**config.mk**
```make
export PLATFORM = sky130hd
export DESIGN_NAME = alu_mul_sequencer
export DESIGN_NICKNAME = d
export VERILOG_FILES = /design/src/rtl/alu_mul_sequencer.sv
export SDC_FILE = /design/constraint.sdc
export NUM_CORES = 1
export LEC_CHECK = 0
export ABC_AREA = 1
export CAP_MARGIN = 5
export CORE_MARGIN = 3
export CORE_UTILIZATION = 51
export CTS_CLUSTER_DIAMETER = 80
export CTS_CLUSTER_SIZE = 40
export DETAILED_ROUTE_END_ITERATION = 8
export MAX_ROUTING_LAYER = met4
export PLACE_DENSITY = 0.87
export RECOVER_POWER = 50
export SYNTH_ARGS = -nofsm -noshare
export SYNTH_HDL_FRONTEND = slang
export SYNTH_SLANG_ARGS = --single-unit
```
**constraint.sdc**
```tcl
create_clock -name CLOCK -period 13.3 [get_ports CLOCK]
set_clock_uncertainty 0.05 [all_clocks]
set_input_delay 2.66 -clock CLOCK [delete_from_list [all_inputs] [get_ports CLOCK]]
set_output_delay 2.66 -clock CLOCK [all_outputs]
set_load 0.05 [all_outputs]
```
**src/rtl/alu_mul_sequencer.sv**
```systemverilog
// Shift-add unsigned multiplier that borrows the shared ALU (ADD only) for WIDTH iterations.
// Optional: define ALU_MUL_SEQUENCER_EARLY_EXIT_EN to stop once the remaining multiplier bits are zero.
module alu_mul_sequencer #(
  parameter int WIDTH = 64,
  parameter int CNT_W = 7
) (
  input  logic             CLOCK,
  input  logic             RESET,
  input  logic             Start,
  input  logic [WIDTH-1:0] Multiplicand,
  input  logic [WIDTH-1:0] Multiplier,
  output logic             Busy,
  output logic             Done,
  output logic [WIDTH-1:0] Product,
  output logic [3:0]       ALUCntrlOperation,
  output logic [WIDTH-1:0] ALU_A,
  output logic [WIDTH-1:0] ALU_B,
  input  logic [WIDTH-1:0] ALUResult
);

  localparam logic [3:0]       ALU_OP_ADD = 4'd2;
  localparam logic [CNT_W-1:0] LAST_CNT   = CNT_W'(WIDTH - 1);

  // Handshake: Start is a level request sampled only in IDLE; Busy covers RUN and DONE,
  // and Done is a single-cycle completion pulse with Product already updated.
  typedef enum logic [1:0] {
    ST_IDLE = 2'd0,
    ST_RUN  = 2'd1,
    ST_DONE = 2'd2
  } state_t;

  state_t           state_q, state_d;
  logic [WIDTH-1:0] mcand_q, mcand_d;
  logic [WIDTH-1:0] mplier_q, mplier_d;
  logic [WIDTH-1:0] acc_q, acc_d;
  logic [WIDTH-1:0] product_q, product_d;
  logic [CNT_W-1:0] count_q, count_d;
  logic             last_iter;

`ifdef ALU_MUL_SEQUENCER_EARLY_EXIT_EN
  // No set bits left above the current one: this partial product is the final sum.
  assign last_iter = ((mplier_q >> 1) == '0) || (count_q == LAST_CNT);
`else
  assign last_iter = (count_q == LAST_CNT);
`endif

  always_ff @(posedge CLOCK or posedge RESET) begin
    if (RESET) begin
      state_q   <= ST_IDLE;
      mcand_q   <= '0;
      mplier_q  <= '0;
      acc_q     <= '0;
      count_q   <= '0;
      product_q <= '0;
    end else begin
      state_q   <= state_d;
      mcand_q   <= mcand_d;
      mplier_q  <= mplier_d;
      acc_q     <= acc_d;
      count_q   <= count_d;
      product_q <= product_d;
    end
  end

  always_comb begin
    state_d           = state_q;
    mcand_d           = mcand_q;
    mplier_d          = mplier_q;
    acc_d             = acc_q;
    count_d           = count_q;
    product_d         = product_q;
    ALUCntrlOperation = ALU_OP_ADD;
    ALU_A             = '0;
    ALU_B             = '0;
    Busy              = 1'b0;
    Done              = 1'b0;

    case (state_q)
      ST_IDLE: begin
        if (Start) begin
          mcand_d  = Multiplicand;
          mplier_d = Multiplier;
          acc_d    = '0;
          count_d  = '0;
          state_d  = ST_RUN;
        end
      end

      ST_RUN: begin
        Busy     = 1'b1;
        ALU_A    = acc_q;
        ALU_B    = mplier_q[0] ? mcand_q : '0;
        // The ALU sum wraps at WIDTH bits; the carry-out is deliberately dropped.
        acc_d    = ALUResult;
        mcand_d  = mcand_q << 1;
        mplier_d = mplier_q >> 1;
        count_d  = count_q + CNT_W'(1);
        if (last_iter) begin
          product_d = ALUResult;
          state_d   = ST_DONE;
        end
      end

      ST_DONE: begin
        Busy    = 1'b1;
        Done    = 1'b1;
        state_d = ST_IDLE;
      end

      default: begin
        state_d = ST_IDLE;
      end
    endcase
  end

  assign Product = product_q;

endmodule

```
---- Word-level counts from Yosys, hierarchy flattened ----
Index checks and enable logic that the tools add are counted.
word-level totals
  register bits ........................... 265
  output and inout bits ................... 198
cells by class
  muxes and demuxes ....................... 16
  equal/unequal tests ..................... 5
  reduce and logical (&&, ||, !) cells .... 6
  $add $sub $neg .......................... 1
operators by type and width
  operator               number
  $mux W64               6
  $pmux W64 S2           3
  $pmux W7 S2            1
  $add A7 B1 Y7 const B  1
  $eq A7 B6 Y1 const B   1
  $mux W7                1
  $reduce_and A2 Y1      3
  $mux W2                2
  $ne A2 B2 Y1 const B   2
  $pmux W2 S2            1
  $eq A2 B1 Y1 const B   1
  $eq A2 B2 Y1 const B   1
  $logic_not A2 Y1       1
  $mux W1                2
  $reduce_bool A2 Y1     1
  $reduce_or A2 Y1       1

---- Depth between registers and ports, before layout ----
Gate-level depths: netlist of run 1.
  depth in word-level cells ............... 3
  gate-level depth with buffers ........... 10
  depth with buffers taken out ............ 8

---- Worst setup path before layout of run 1 ----
Ideal clock, no wire load.
  path kind ............................... register -> output
  start ................................... reg state_q[1]
  end ..................................... out ALU_B[10]
  buffers on the path ..................... 2
  slack ................................... 8863 ps
  data arrival time ....................... 1727 ps
  stages on the path, launching flop included .. 7
  cell sequence ........................... dfrtp_1 -> inv_1 -> ha_1 -> buf_4 -> nand2_1 -> buf_2 -> nor2_1
between the ends
  word-level cells in the longest chain between the ends .. 2
RTL lines
  element                   RTL line  RTL
  start: declaration        32        state_t state_q, state_d;
  start signal: assignment  56        state_q <= state_d;
  $eq A2 B1 Y1              78        case (state_q)
  $mux W64                  78
  end: declaration          17        output logic [WIDTH-1:0] ALU_B,
No other way between the ends.

---- Worst setup path in the final report of run 1 ----
  start ................................... reg state_q[1]
  end ..................................... out ALU_A[6]
between the ends
  word-level cells in the longest chain between the ends .. 2
RTL lines
  element           RTL line  RTL
  $eq A2 B1 Y1      78
  $mux W64          78
  end: declaration  16        output logic [WIDTH-1:0] ALU_A,
No other way between the ends.

==> reports/results.txt, run 1 <==
CTS resizes - 0
Final cell count without fillers - 2125
DR WL/cell - 16.27 um
Switch Pwr - 1464 uW
Req. time, crit path - 10.59 ns
Share of cells above drive strength 1 - 0.02217
Internal Pwr Total - 1793 uW
Global-route wire length before repair - 55250 um
# hold bufs at CTS - 0
Slew headroom - -2.453
Setup bufs post-CTS - 0
Fmax - 0.1093 GHz
YS warnings - 0
CTS sink cnt - 265
Minimum clock period - 9.153 ns
Final WL - 34570 um
Synth unique cells - 24
Clk Latency, worst-skew pair - 0.49 ns
Routed Antenna Nets - 0
Async SR Flop Fraction - 1.000
Flops & latches, synth - 265
FP Rows - 56
Reg power frac - 0.377
Num CTS Buffers - 14
Crit path arrival time - 6.44 ns
Mapped Area - 12420 um^2
Vias per cell - 5.145
Pwr Density - 199.7 nW/um^2
Clock Tree Root - clkbuf_16
DIE WIDTH - 162.1 um
Top FF cell, synth - dfrtp_1
Largest net degree at the start of global routing - 121
Avg Inst Size Synth - 8.365 um^2
Crit-path max FO - 73
Die area - 26270 um^2
Clock share of power - 0.155
Switching part of the total - 0.4495
Min-delay src - mplier_q[63]
Power share of the combinational group - 0.469
PortBufs - 388
Final RePlAce weighted congestion - 0.8833
Cell total after placement - 2100
Post-synthesis sequential area ratio - 0.5338
CTS max path bufs - 3
Clock transition at path regs - 0.09 ns
Synth area leaders - dfrtp_1, nand2_1, inv_1, o21ai_0, o21ai_2
Setup crit start kind - flop
Unrepaired setup endpoints after global routing - no
Layout area overhead - 31.32%
Setup crit start - state_q[1]
Max-cap violations - 5
DRC - 0
Synth area leader - dfrtp_1
Vias in the first global route - 10890
Core area - 23680 um^2
Initial core utilization - 0.5245
EDFF count, synth - 0
CTS H-Tree Depth - 1
Cells after synthesis - 1485
VDD IR-drop max - 0.1253 mV
Leakage - 0.007733 uW
Final #Nets - 1996
Setup TNS - 0 ns
Die H - 162.1 um
Worst Hold Class - reg2reg
Synth top area share - 0.5338
Setup CP Type - reg2out
Detailed Route Iter0 Violations - 990
Total GRT Usage - 0.2643
Drt first pass iters - 6
Status - finished, violations left
GRT overflow - 0
Endpoint class of the critical path - output port
DPL Wire Length - 23900 um
Final setup viols - 0
Worst slew pin tran - 5.151 ns
CTS tree - yes
Violated checks - max-capacitance violations, max-slew violations
Reg2reg start - state_q[1]
Antenna violations before repair - 2
I/O pins - 393
DR vias - 10930
Final max-slew violation count - 385
Final Cycle Share - 0.6882
Final hold viol count - 0
[synth_stat cells, drive strengths merged, types with 2 or more instances]
| cell type | count |
|---|---|
| conb | 2 |
| o211ai | 35 |
| clkbuf | 17 |
| ha | 4 |
| buf | 85 |
| dfrtp | 265 |
| a31oi | 63 |
| nor2 | 135 |
| nand2 | 438 |
| inv | 203 |
| a21oi | 4 |
| nand3 | 46 |
| o21ai | 186 |
[registers in the layout, indices dropped and copies added (netlist names)]
signal,count
count_q,7
acc_q,64
mcand_q,64
state_q,2
mplier_q,64
Product,64
[layout by cell type (no fill, tap or decap), drive strengths merged]
| master | count |
|---|---|
| clkbuf | 18 |
| ha | 4 |
| o211ai | 35 |
| inv | 206 |
| diode | 2 |
| conb | 4 |
| nand3 | 46 |
| dfrtp | 265 |
| dlygate4sd3 | 57 |
| clkinvlp | 2 |
| nand3b | 1 |
| clkdlybuf4s50 | 331 |
| clkinv | 2 |
| buf | 6 |
| o21ai | 186 |
| nor2 | 135 |
| a31oi | 63 |
| nand4 | 1 |
| nand2 | 438 |
| a21oi | 4 |
[power by group through the flow]
stage | clock [uW] | sequential [uW] | combinational [uW]
finish | 505 | 1230 | 1530
global route | 546 | 1260 | 1690
CTS | 516 | 1220 | 1530
detailed placement | 0 | 1240 | 1520
global placement | 0 | 1230 | 1480
floorplan | 0 | 1200 | 1180
[stage by stage]
stage | util | hold WS, ns | cell area [um^2] | worst slack, ns | power [uW]
after floorplan | - | 0.3994 | 12430 | 3.293 | 2374
after global placement | 0.6801 | 0.4144 | 16110 | 7.618 | 2708
after detailed placement | 0.6801 | 0.4176 | 16110 | 7.472 | 2759
after CTS | 0.6997 | 0.4482 | 16570 | 6.934 | 3268
after global routing | 0.6888 | 0.4663 | 16310 | 3.497 | 3490
final | 0.6888 | 0.4414 | 16310 | 4.147 | 3257
[path summary, 6_finish.rpt]
kind,to,slack (ns),depth (start not counted)
max,ALU_A[6],4.15,6
min,mplier_q[63],0.44,2
max reg2reg,Product[25],5.00,7
min reg2reg,mplier_q[63],0.44,2
max in group asynchronous,mcand_q[20],6.42,3
min in group asynchronous,acc_q[39],4.14,2
[worst max-delay path, cell delays in order (launching register included)]
cell	delay, ns
dfrtp_1	0.41
inv_1	0.09
ha_1	1.78
clkbuf_1	2.41
nand2_1	0.24
inv_1	0.14
clkdlybuf4s50_1	0.81
[cell families after synthesis]
family | synth area share
compound gates | 0.1488
fa+ha+maj | 0.004029
buf+inv | 0.1188
flops | 0.5338
other cells | 0.0006046
simple gates | 0.1940
[layer usage]
metal  track usage  up-vias  routed length, um
met3       0.07116       88               2829
met5             -        -                  0
met1        0.3206     5178              13650
met2        0.4284      419              16600
li1              -     5249                  -
met4       0.09655        0               1498
[area by class of cell]
| type | count | area [um^2] |
|---|---|---|
| Clock inverter | 7 | 85.08 |
| Clock buffer | 16 | 379.1 |
| Tap cell | 319 | 399.1 |
| Multi-Input combinational cell | 917 | 4109 |
| Fill cell | 1900 | 7371 |
| Antenna cell | 2 | 5.005 |
| Sequential cell | 265 | 6631 |
| Timing Repair Buffer | 396 | 3936 |
| Inverter | 203 | 767.0 |
Note: power is estimated with default switching activity, not from simulation.
==> run 2, diff against run 1 <==
- CORE_UTILIZATION: 51 -> 42
- PLACE_DENSITY: 0.87 -> 0.76
- clock period: 13.3 -> 7.37 ns (I/O delays scaled with it)
==> run 2 against run 1 <==
  * Routed wire length hardly changed
  * Combinational power up 80%
  * The flow still finishes with violations (max-capacitance violations, max-slew violations)
  * Power rose by 81%
  * Register-to-register slack got worse by 3.1 ns
  * Die area grew 21%
==> reports/results.txt, run 2 (synthesis gave the netlist of run 1 again) <==
Status - finished, violations left (unchanged)
Violated checks - max-capacitance violations, max-slew violations (unchanged)
Leakage - 0.007778 uW (was 0.007733 uW)
Max Used Layer - met4 (unchanged)
Clock Tree Root - clkbuf_16 (unchanged)
Switching part of the total - 0.4523 (was 0.4495)
Setup crit start kind - primary input (was flop)
Initial core utilization - 0.4293 (was 0.5245)
Setup CP Type - in2async (was reg2out)
I/O pins - 393 (unchanged)
Drt first pass iters - 5 (was 6)
Switch Pwr - 2670 uW (was 1464 uW)
Share of cells above drive strength 1 - 0.04432 (was 0.02217)
Max-cap violations - 5 (unchanged)
Largest net degree at the start of global routing - 140 (was 121)
DPL Wire Length - 23420 um (was 23900 um)
Clock transition at path regs - 0.11 ns (was 0.09 ns)
CTS sink cnt - 265 (unchanged)
CTS tree - yes (unchanged)
Pwr Density - 356.2 nW/um^2 (was 199.7 nW/um^2)
Unrepaired setup endpoints after global routing - no (unchanged)
Finished Core Util - 0.5728 (was 0.6888)
Commonest non-fill, non-tap cells in the layout - nand2_1, clkdlybuf4s50_1, dfrtp_1, inv_1, o21ai_0 (unchanged)
Antenna violations before repair - 0 (was 2)
Core area - 28940 um^2 (was 23680 um^2)
Setup bufs post-CTS - 0 (unchanged)
Minimum clock period - 5.570 ns
CTS H-Tree Depth - 1 (unchanged)
Setup TNS - 0 ns (unchanged)
Endpoint class of the critical path - async pin (was output port)
Total GRT Usage - 0.2189 (was 0.2643)
Layout area overhead - 33.43% (was 31.32%)
Die H - 178.0 um (was 162.1 um)
Final setup viols - 0 (unchanged)
Final hold viol count - 0 (unchanged)
PortBufs - 388 (unchanged)
Final RePlAce weighted congestion - 0.8651 (was 0.8833)
GRT overflow - 0 (unchanged)
DR WL/cell - 15.77 um (was 16.27 um)
Layout fillers - 2567 (was 1900)
Worst Hold Class - reg2reg (unchanged)
DR vias - 10690 (was 10930)
Clk Latency, worst-skew pair - 0.51 ns (was 0.49 ns)
Routed met3 length - 2930 um (was 2829 um)
CTS resizes - 0 (unchanged)
Power share of the combinational group - 0.467 (was 0.469)
Detailed Route Iter0 Violations - 760 (was 990)
Final WL - 34550 um (was 34570 um)
Final max-slew violation count - 430 (was 385)
DRC - 0 (unchanged)
Cell total after placement - 2165 (was 2100)
Met2 WL - 16270 um (was 16600 um)
CTS max path bufs - 3 (unchanged)
Worst slew pin tran - 4.254 ns (was 5.151 ns)
Fmax - 0.1795 GHz
Reg power frac - 0.373 (was 0.377)
Req. time, crit path - 7.55 ns (was 10.59 ns)
Vias in the first global route - 10570 (was 10890)
Final cell count without fillers - 2190 (was 2125)
Num CTS Buffers - 14 (unchanged)
M1 WL - 14380 um (was 13650 um)
Global-route wire length before repair - 55050 um (was 55250 um)
Clock share of power - 0.160 (was 0.155)
Crit path arrival time - 5.75 ns (was 6.44 ns)
Vias per cell - 4.879 (was 5.145)
# hold bufs at CTS - 0 (unchanged)
Crit-path max FO - 77 (was 73)
Final #Nets - 1996 (unchanged)
FP Rows - 62 (was 56)
DIE WIDTH - 178.0 um (was 162.1 um)
Slew headroom - -1.836 (was -2.453)
Routed Antenna Nets - 0 (unchanged)
Final Cycle Share - 0.7558
Most common cell after layout, fill and taps aside - nand2_1 (unchanged)
VDD IR-drop max - 0.2321 mV (was 0.1253 mV)
Die area - 31680 um^2 (was 26270 um^2)
Internal Pwr Total - 3234 uW (was 1793 uW)
[run 2: cell types whose count changed in the layout (fill, tap and decap cells not counted), moves of 2 or more]
cell	change
dlygate4sd3_1	-3
o21ai_0	-37
buf_4	-2
clkbuf_2	+2
clkinv_8	+4
inv_12	-3
o21ai_2	+37
clkdlybuf4s50_1	+3
[run 2: metrics by stage]
stage               cell area (um^2)  hold slack [ns]  setup WS (ns)  total power [uW]
detailed placement             16200           0.4174          2.556              4981
finish                         16570           0.4383          1.800              5904
global placement               16200           0.4138          2.702              4912
floorplan                      12430           0.3994          2.348              4285
global route                   16570           0.4674         0.9997              6351
CTS                            16700           0.4433          1.936              5940
[run 2: worst max-delay path, cell delays in order]
cell and delay [ns]:
dlygate4sd3_1 0.55, clkinvlp_2 0.08, clkbuf_1 1.90, clkbuf_2 1.62
[run 2: final timing paths]
check / start / end / slack, ns / cells after the start
worst min-delay path: Product[23] / Product[23] / 0.44 / 2
min in group asynchronous: RESET / Product[15] / 2.40 / 3
worst max-delay path: RESET / mplier_q[39] / 1.80 / 4
worst max register to register: state_q[1] / mcand_q[61] / 1.86 / 7
worst min register to register: Product[23] / Product[23] / 0.44 / 2
max in group CLOCK: state_q[1] / mcand_q[61] / 1.86 / 7
[run 2: power groups by stage]
stage               sequential (uW)  combinational, uW  clock, uW
floorplan                      2160               2130          0
global placement               2210               2700          0
detailed placement             2230               2750          0
CTS                            2200               2770        972
global route                   2270               3060       1020
finish                         2200               2750        945
[run 2: routing by layer]
metal	GRT usage	up-vias
met3	0.05258	52
li1	-	5241
met1	0.2813	5022
met2	0.3514	370
met4	0.05432	0
met5	-	-
[run 2: cell type report]
type                       instances  area (um^2)  share of cell area
sequential                       265         6631              0.4001
multi-input combinational        917         4265              0.2573
timing repair buffer             396         3931              0.2372
inverter                         203        767.0             0.04627
tap                              384        480.5             0.02899
clock buffer                      15        375.4             0.02265
clock inverter                     9        121.4            0.007322
antenna                            1        2.502           0.0001510
==> run 3, diff against run 2 <==
- clock period: 7.37 -> 4.7 ns (I/O delays scaled with it)
==> run 3 against run 2 <==
  * The flow still finishes with violations (max-capacitance violations, max-slew violations)
  * Via count decreased by 0.47%
  * First-iteration DRC count decreased by 8.6%
  * Critical path depth rose by 2
  * Die area unchanged
  * Cell count grew 0.18%
  * Sequential share of layout area fell by 0.12 points
  * Critical path type is now reg2out
==> reports/results.txt, run 3 (synthesis gave the netlist of run 1 again) <==
Crit-path cells - inv_1, ha_4, nand2_2, buf_4, nor2_1, clkdlybuf4s50_1 (was dlygate4sd3_1, clkinvlp_2, clkbuf_1, clkbuf_2)
DR vias - 10640 (was 10690)
CTS H-Tree Depth - 1 (unchanged)
Final hold viol count - 0 (unchanged)
CTS tree - yes (unchanged)
Initial core utilization - 0.4293 (unchanged)
Worst Hold Margin - 0.4371 ns (was 0.4383 ns)
Endpoint class of the critical path - output port (was async pin)
Max-cap violations - 3 (was 5)
VDD IR-drop max - 0.2597 mV (was 0.2321 mV)
Routed Antenna Nets - 0 (unchanged)
FP Rows - 62 (unchanged)
CTS max path bufs - 3 (unchanged)
Pwr Density - 550.9 nW/um^2 (was 356.2 nW/um^2)
Final Cycle Share - 0.8425
Final setup viols - 0 (unchanged)
Final #Nets - 2003 (was 1996)
PortBufs - 388 (unchanged)
Setup TNS - 0 ns (unchanged)
Clk Latency, worst-skew pair - 0.50 ns (was 0.51 ns)
Final max-slew violation count - 45 (was 430)
Vias in the first global route - 10720 (was 10570)
Die H - 178.0 um (unchanged)
Slew headroom - -0.4056 (was -1.836)
Detailed Route Iter0 Violations - 695 (was 760)
Violated checks - max-capacitance violations, max-slew violations (unchanged)
Setup bufs post-CTS - 0 (unchanged)
DR WL/cell - 15.65 um (was 15.77 um)
Worst Hold Class - reg2reg (unchanged)
Antenna violations before repair - 1 (was 0)
Final cell count without fillers - 2194 (was 2190)
Clock transition at path regs - 0.13 ns (was 0.11 ns)
Crit path max-delay family - buffers and inverters (unchanged)
Worst slew pin tran - 2.097 ns (was 4.254 ns)
Crit path buf inv count - 3 (was 4)
Setup CP Type - reg2out (was in2async)
Cell total after placement - 2173 (was 2165)
Slowest CP cell - clkdlybuf4s50_1 (was clkbuf_1)
Fmax - 0.2525 GHz
Clock Tree Root - clkbuf_16 (unchanged)
Core area - 28940 um^2 (unchanged)
Leakage - 0.007763 uW (was 0.007778 uW)
Global-route wire length before repair - 54360 um (was 55050 um)
I/O pins - 393 (unchanged)
Unrepaired setup endpoints after global routing - no (unchanged)
DIE WIDTH - 178.0 um (unchanged)
Num CTS Buffers - 13 (was 14)
Crit-path max FO - 64 (was 77)
Vias per cell - 4.847 (was 4.879)
DPL Wire Length - 24320 um (was 23420 um)
Setup crit start kind - flop (was primary input)
CTS sink cnt - 265 (unchanged)
Critical Path Max Stage Delay - 0.83 ns (was 1.90 ns)
Req. time, crit path - 3.71 ns (was 7.55 ns)
Final RePlAce weighted congestion - 0.8516 (was 0.8651)
Crit path arrival time - 2.97 ns (was 5.75 ns)
GRT overflow - 0 (unchanged)
Commonest non-fill, non-tap cells in the layout - nand2_1, clkdlybuf4s50_1, dfrtp_1, inv_1, nor2_1 (was nand2_1, clkdlybuf4s50_1, dfrtp_1, inv_1, o21ai_0)
Status - finished, violations left (unchanged)
Layout area overhead - 33.82% (was 33.43%)
Most common cell after layout, fill and taps aside - nand2_1 (unchanged)
Final WL - 34340 um (was 34550 um)
Drt first pass iters - 5 (unchanged)
DRC - 0 (unchanged)
Total GRT Usage - 0.2163 (was 0.2189)
Die area - 31680 um^2 (unchanged)
Share of cells above drive strength 1 - 0.05196 (was 0.04432)
# hold bufs at CTS - 0 (unchanged)
Largest net degree at the start of global routing - 143 (was 140)
Minimum clock period - 3.960 ns
CTS resizes - 0 (unchanged)
-- run 3: changes by cell type in the layout (fill, tap and decap cells not counted), moves of 5 or more --
cell / previous run / this run
o21ai_0: 142 / 131
o21ai_2: 41 / 52
clkdlybuf4s50_1: 334 / 325
dlygate4sd3_1: 54 / 63
buf_4: 4 / 9
-- run 3: metal layers --
metal / GRT usage / share of wire
met1: 0.2744 / 0.42
met2: 0.3560 / 0.48
met3: 0.04683 / 0.077
met4: 0.05236 / 0.023
met5: - / 0
-- run 3: layout make-up --
type                            instances  area [um^2]
Fill cell                            2576        12310
Clock inverter                          7        112.6
Multi-Input combinational cell        917         4290
Timing Repair Buffer                  404         4014
Antenna cell                            1        2.502
Sequential cell                       265         6631
Clock buffer                           13        325.3
Tap cell                              384        480.5
Inverter                              203        767.0
-- run 3: worst paths after layout --
kind	startpoint	to	slack, ns	depth (start not counted)
max	state_q[1]	ALU_B[52]	0.74	6
min	Product[26]	Product[26]	0.44	2
max reg2reg	state_q[1]	mcand_q[12]	1.06	8
min reg2reg	Product[26]	Product[26]	0.44	2
max in group asynchronous	RESET	mplier_q[11]	0.99	3
min in group asynchronous	RESET	acc_q[20]	1.43	2
-- run 3: power by group --
| group | leakage [uW] | internal [uW] | total, uW | switching, uW |
|---|---|---|---|---|
| Combinational | 0.00455 | 1370 | 4310 | 2940 |
| Sequential | 0.00301 | 3070 | 3460 | 390 |
| Clock | 0.000206 | 637 | 1390 | 751 |
| Total | 0.00776 | 5080 | 9160 | 4080 |
-- run 3: stage by stage --
step | worst slack [ns] | total power, uW | area [um^2] | util
after floorplan | 0.2125 | 6719 | 12430 | -
after global placement | 1.294 | 7723 | 16290 | 0.5629
after detailed placement | 1.238 | 7852 | 16290 | 0.5629
after CTS | 0.6665 | 9255 | 16720 | 0.5780
after global routing | 0.4347 | 9854 | 16620 | 0.5745
final | 0.7400 | 9158 | 16620 | 0.5745
-- run 3: tightest hold or removal path: cells and delay by family, from the launching register on --
kind / cells / cell delay, ns
compound gates: 1 / 0.05
flops: 1 / 0.35
simple gates: 1 / 0.06
